`config.mk`:
```
export PLATFORM = sky130hd
export DESIGN_NAME = uart_mem_bridge
export DESIGN_NICKNAME = d
export VERILOG_FILES = /design/src/rtl/uart_mem_bridge.sv
export SDC_FILE = /design/constraint.sdc
export NUM_CORES = 1
export LEC_CHECK = 0
export BUFFER_PORTS_ARGS = -buffer_cell sky130_fd_sc_hd__buf_2
export CORE_MARGIN = 4
export CORE_UTILIZATION = 60
export DETAILED_ROUTE_END_ITERATION = 10
export PLACE_DENSITY = 0.78
export SETUP_SLACK_MARGIN = 0.5
export SYNTH_ARGS = -nofsm -noshare
export SYNTH_HDL_FRONTEND = slang
export SYNTH_SLANG_ARGS = --single-unit
```
`constraint.sdc`:
```
create_clock -name clk_in -period 17.84 [get_ports clk_in]
set_input_delay 2.676 -clock clk_in [delete_from_list [all_inputs] [get_ports clk_in]]
set_output_delay 2.676 -clock clk_in [all_outputs]
set_load 0.005 [all_outputs]
```
`src/rtl/uart_mem_bridge.sv`:
```
// ==== uart_mem_bridge : host byte-stream (W/R/B) to RAM port decoder, rev 1.0 ====
`default_nettype none

module uart_mem_bridge #(
  parameter int ADDR_BYTES     = 4,
  parameter int DATA_BYTES     = 4,
  parameter int READ_LATENCY   = 2,
  parameter int TIMEOUT_CYCLES = 1000000
) (
  input  logic                    clk_in,
  input  logic                    rst_in,
  input  logic [7:0]              rx_data_in,
  input  logic                    rx_valid_in,
  output logic [7:0]              tx_data_out,
  output logic                    tx_valid_out,
  input  logic                    tx_ready_in,
  output logic [8*ADDR_BYTES-1:0] mem_addr_out,
  output logic [8*DATA_BYTES-1:0] mem_wdata_out,
  output logic                    mem_we_out,
  output logic                    mem_re_out,
  input  logic [8*DATA_BYTES-1:0] mem_rdata_in,
  output logic                    busy_out,
  output logic                    error_out
);

  localparam int AW = 8 * ADDR_BYTES;
  localparam int DW = 8 * DATA_BYTES;
  localparam int GW = (TIMEOUT_CYCLES > 1) ? $clog2(TIMEOUT_CYCLES) : 1;

  localparam logic [7:0]    CMD_W     = 8'h57;
  localparam logic [7:0]    CMD_R     = 8'h52;
  localparam logic [7:0]    CMD_B     = 8'h42;
  localparam logic [7:0]    ACK_BYTE  = 8'h4B;
  localparam logic [1:0]    ADDR_LAST = 2'(ADDR_BYTES - 1);
  localparam logic [1:0]    DATA_LAST = 2'(DATA_BYTES - 1);
  localparam logic [2:0]    RD_LAST   = 3'(READ_LATENCY);
  localparam logic [2:0]    TX_WORD   = 3'(DATA_BYTES);
  localparam logic [AW-1:0] ADDR_STEP = AW'(DATA_BYTES);
  localparam logic [GW-1:0] GAP_LAST  = GW'((TIMEOUT_CYCLES > 0) ? TIMEOUT_CYCLES - 1 : 0);

  typedef enum logic [2:0] {
    S_IDLE  = 3'd0,
    S_ADDR  = 3'd1,
    S_COUNT = 3'd2,
    S_DATA  = 3'd3,
    S_MEMWR = 3'd4,
    S_MEMRD = 3'd5,
    S_TX    = 3'd6
  } state_t;

  state_t        state;
  logic [7:0]    cmd;
  logic [1:0]    byte_idx;
  logic [8:0]    words_left;
  logic [AW-1:0] addr_sh;
  logic [AW-1:0] addr_next;
  logic [DW-1:0] data_sh;
  logic [DW-1:0] data_next;
  logic [DW-1:0] tx_sh;
  logic [2:0]    tx_left;
  logic [2:0]    rd_cnt;
  logic [GW-1:0] gap;
  logic          gap_expired;
  logic          collecting;

  // Little-endian assembly: the incoming byte lands at the current byte index.
  always_comb begin
    addr_next = addr_sh;
    data_next = data_sh;
    for (int i = 0; i < ADDR_BYTES; i++) begin
      if (byte_idx == 2'(i)) addr_next[8*i +: 8] = rx_data_in;
    end
    for (int i = 0; i < DATA_BYTES; i++) begin
      if (byte_idx == 2'(i)) data_next[8*i +: 8] = rx_data_in;
    end
  end

  assign collecting  = (state == S_ADDR) || (state == S_COUNT) || (state == S_DATA);
  assign gap_expired = (TIMEOUT_CYCLES > 0) && (gap == GAP_LAST);
  assign busy_out    = (state != S_IDLE);

  always_ff @(posedge clk_in or posedge rst_in) begin
    if (rst_in) begin
      state         <= S_IDLE;
      cmd           <= '0;
      byte_idx      <= '0;
      words_left    <= '0;
      addr_sh       <= '0;
      data_sh       <= '0;
      tx_sh         <= '0;
      tx_left       <= '0;
      rd_cnt        <= '0;
      gap           <= '0;
      tx_data_out   <= '0;
      tx_valid_out  <= 1'b0;
      mem_addr_out  <= '0;
      mem_wdata_out <= '0;
      mem_we_out    <= 1'b0;
      mem_re_out    <= 1'b0;
      error_out     <= 1'b0;
    end else begin
      mem_we_out <= 1'b0;
      mem_re_out <= 1'b0;
      error_out  <= 1'b0;

      if (rx_valid_in || !collecting) gap <= '0;
      else                            gap <= gap + 1'b1;

      case (state)
        S_IDLE: begin
          if (rx_valid_in && (rx_data_in == CMD_W || rx_data_in == CMD_R ||
                              rx_data_in == CMD_B)) begin
            cmd      <= rx_data_in;
            byte_idx <= '0;
            state    <= S_ADDR;
          end
        end

        S_ADDR: begin
          if (rx_valid_in) begin
            addr_sh <= addr_next;
            if (byte_idx == ADDR_LAST) begin
              byte_idx     <= '0;
              mem_addr_out <= addr_next;
              case (cmd)
                CMD_W: begin
                  words_left <= 9'd1;
                  state      <= S_DATA;
                end
                CMD_B:   state <= S_COUNT;
                default: begin
                  mem_re_out <= 1'b1;
                  rd_cnt     <= '0;
                  state      <= S_MEMRD;
                end
              endcase
            end else begin
              byte_idx <= byte_idx + 1'b1;
            end
          end else if (gap_expired) begin
            error_out <= 1'b1;
            state     <= S_IDLE;
          end
        end

        S_COUNT: begin
          if (rx_valid_in) begin
            words_left <= (rx_data_in == 8'd0) ? 9'd256 : {1'b0, rx_data_in};
            byte_idx   <= '0;
            state      <= S_DATA;
          end else if (gap_expired) begin
            error_out <= 1'b1;
            state     <= S_IDLE;
          end
        end

        S_DATA: begin
          if (rx_valid_in) begin
            data_sh <= data_next;
            if (byte_idx == DATA_LAST) begin
              byte_idx      <= '0;
              mem_wdata_out <= data_next;
              mem_we_out    <= 1'b1;
              state         <= S_MEMWR;
            end else begin
              byte_idx <= byte_idx + 1'b1;
            end
          end else if (gap_expired) begin
            byte_idx  <= '0;
            error_out <= 1'b1;
            state     <= S_IDLE;
          end
        end

        S_MEMWR: begin
          mem_addr_out <= mem_addr_out + ADDR_STEP;
          words_left   <= words_left - 1'b1;
          if (words_left != 9'd1) begin
            // A byte arriving here belongs to the next burst word; keep it.
            state <= S_DATA;
            if (rx_valid_in) begin
              data_sh <= data_next;
              if (byte_idx == DATA_LAST) begin
                mem_wdata_out <= data_next;
                mem_we_out    <= 1'b1;
                state         <= S_MEMWR;
              end else begin
                byte_idx <= byte_idx + 1'b1;
              end
            end
          end else begin
            if (rx_valid_in) error_out <= 1'b1;
            tx_data_out  <= ACK_BYTE;
            tx_sh        <= '0;
            tx_left      <= 3'd1;
            tx_valid_out <= 1'b1;
            state        <= S_TX;
          end
        end

        S_MEMRD: begin
          if (rx_valid_in) error_out <= 1'b1;
          if (rd_cnt == RD_LAST) begin
            tx_data_out  <= mem_rdata_in[7:0];
            tx_sh        <= mem_rdata_in >> 8;
            tx_left      <= TX_WORD;
            tx_valid_out <= 1'b1;
            state        <= S_TX;
          end else begin
            rd_cnt <= rd_cnt + 1'b1;
          end
        end

        S_TX: begin
          if (rx_valid_in) error_out <= 1'b1;
          if (tx_ready_in) begin
            if (tx_left == 3'd1) begin
              tx_valid_out <= 1'b0;
              state        <= S_IDLE;
            end else begin
              tx_data_out <= tx_sh[7:0];
              tx_sh       <= tx_sh >> 8;
              tx_left     <= tx_left - 1'b1;
            end
          end
        end

        default: state <= S_IDLE;
      endcase
    end
  end

endmodule

`default_nettype wire
```
==> out/results.ini <==
[status]
status = finished, final reports clean

[global_routing]
grt_busiest_layer = met2
grt_pass1_vias = 7452
grt_pass1_wl_um = 38100
use_met3_pct = 5.66
overflow = 0
antenna_found_initial = 0
grt_max_degree = 118
grtUsageMet2_pct = 39.6
grt.total_usage_pct = 25.9
use_met1_pct = 37.1

[sta]
slew_viol_final = 0
tightest_slew_ns = 1.17
hold_viol = 0
finalClockSkew_ns = 0.0102
slew_headroom_pct = 21.5
fin_hold_ws_ns = 0.452
setup_viol = 0
rsz0062_at_grt = false
tns_ns = 0
period_share_pct = 26.9
max_freq_mhz = 209
period_needed_ns = 4.79

[min_path]
holdCritPathClass = flop to flop
hold_depth = 1

[cells_and_area]
final_nets = 1098
fillers = 1235
multi_input_comb_area_um2 = 4540
layout_commonest_cell = dfrtp_1
seqCellArea_um2 = 4930
antenna_cells = 0
fin_util_pct = 69.7
fin_area_um2 = 11100
final_cell_mix = dfrtp_1 (197), nor2_1 (120), buf_2 (120)
drive_gt1_share_pct = 23.0
syn_to_final_growth_pct = 13.4

[critical_path]
crit_slowest_cell = o311a_1
cp.depth = 6
ff2ff_path_depth = 5
path_delay_family = compound AO/OA/AOI/OAI gates
required_ns = 18.13
worstSetupPathType = input pin to flop
r2r_setup_slack_ns = 14.65
crit_path_cell_trace = buf_2 -> and4bb_2 -> nand2_1 -> o311a_1 -> a211oi_1 -> a21oi_1
cp-end-kind = flop
startpoint_type = input pin
path_max_fanout = 28
worst_ep_arrival_time_ns = 5.09
critPathBufInv = 1
slowest_delay_ns = 0.77

[detailed_routing]
dr.pass1.iters = 5
vias = 7793
routed_wirelength_um = 23200
viasPerCell = 6.13
final_antenna_net_count = 0
wire_per_inst_um = 18.2
drtIter0Drc = 628
drc = 0

[clock_tree]
numCtsBuffers = 17
cts_max_path_buffers = 2
root_buffer = clkbuf_16
post_cts_resized = 0
cts_setup_buffers = 0
insertion_delay_ns = 0.43
holdBufCountCts = 0
cts_sinks = 197
htree_num_levels = 4
cts.clk_slew.worst_paths_ns = 0.07
cts_tree = built

[yosys]
async_flop_share_pct = 100
syn_area_um2 = 9810
avgSynthCellArea_um2 = 10.1
synth_edf_count = 0
synth_warnings = 0
synth_seq_cells = 197
mappedNetlistNets = 1023
ys_types = 77
ys.flop_type = dfrtp_1
syn_inst = 967
yosysSeqAreaShare_pct = 50.3

[power]
fin_total_pwr_uw = 1810
p_leak_uw = 0.00502
vdd_drop_max_mv = 0.0880
powerDensity_nw_per_um2 = 163

[floorplanning]
core_area_um2 = 15900
row_count = 46
io_pins = 121
start_util_pct = 61.5
chipWidth_um = 136
dieArea_um2 = 18500
fp.dieH_um = 136

[placed_design]
io_buffer_count = 120
place_congestion = 0.888
placed_cell_area_um2 = 10500
dp_hpwl_um = 14800

[run]
cap_violations = 0

==> layer usage <==
layer	routed length, um	vias up	part of all wire, %
li1	-	3655	-
met1	10300	3832	45
met2	10700	269	46
met3	1690	37	7.3
met4	358	0	1.5
met5	0	-	0
==> cells by family after synthesis <==
kind of cell / Yosys count / synth area share [%]
multiplexers: 107 / 11.8
buffers and inverters: 92 / 3.69
adder cells (fa/ha/maj): 12 / 1.53
AND/OR/NAND/NOR: 338 / 17.2
AO/OA/AOI/OAI: 205 / 14.1
flip-flops: 197 / 50.3
XOR/XNOR: 16 / 1.43
==> worst reg2reg max path, cell delays in order, from the launching register on <==
cell	delay, ns
dfrtp_1	0.83
and4bb_2	0.49
nand2_1	0.62
o311a_1	0.77
a211oi_1	0.29
a21oi_1	0.06
==> cell type report <==
type	instances	area share, %
multi-input combinational	678	40.8
inverter	17	0.641
sequential	197	44.3
tap	216	2.43
clock inverter	14	1.79
timing repair buffer	131	6.14
clock buffer	18	3.86
==> metrics by stage <==
step | setup slack (ns) | instances
after global placement | 12.71 | 1239
after detailed placement | 12.66 | 1239
after CTS | 13.11 | 1271
after floorplan | 9.80 | 967
final | 13.05 | 1271
after global routing | 12.77 | 1271
==> cells in the mapped netlist (all sizes together), types with 9 or more instances <==
cell	count	share of area (%)
nand4	14	0.89
a221oi	23	2.1
and3	10	0.64
nor2	122	4.8
mux2i	44	4.5
and4	11	0.99
o21ai	40	2.0
inv	17	0.65
xor2	10	0.89
buf	17	0.82
a211oi	16	1.4
a21oi	55	2.8
nand2	66	2.5
nor3	14	0.71
clkbuf	58	2.2
mux2	63	7.3
dfrtp	197	50
nand3	36	1.9
a22oi	9	0.69
ha	12	1.5
and2	9	0.57
==> state kept, by name, indices dropped and copies added, names as in the netlist <==
register and count:
byte_idx 2, tx_left 3, tx_data_out 8, tx_sh 24, state 3, error_out 1
rd_cnt 3, data_sh 24, mem_re_out 1, mem_we_out 1, mem_addr_out 32, tx_valid_out 1
words_left 9, addr_sh 25, cmd 8, mem_wdata_out 32, gap 20
==> worst paths after layout <==
kind                                  to         from
setup reg to reg           words_left[1]     state[0]
hold reg to reg                   gap[0]       gap[0]
setup / recovery           words_left[1]  rx_valid_in
max in group asynchronous    data_sh[20]       rst_in
min in group asynchronous         gap[1]       rst_in
hold / removal                    gap[0]       gap[0]
==> where the power goes <==
| part | switching [uW] | total, uW | internal (uW) |
|---|---|---|---|
| sequential | 139 | 751 | 612 |
| clock | 172 | 408 | 237 |
| combinational | 349 | 648 | 299 |
No activity file was read; power rests on OpenSTA's default activity.
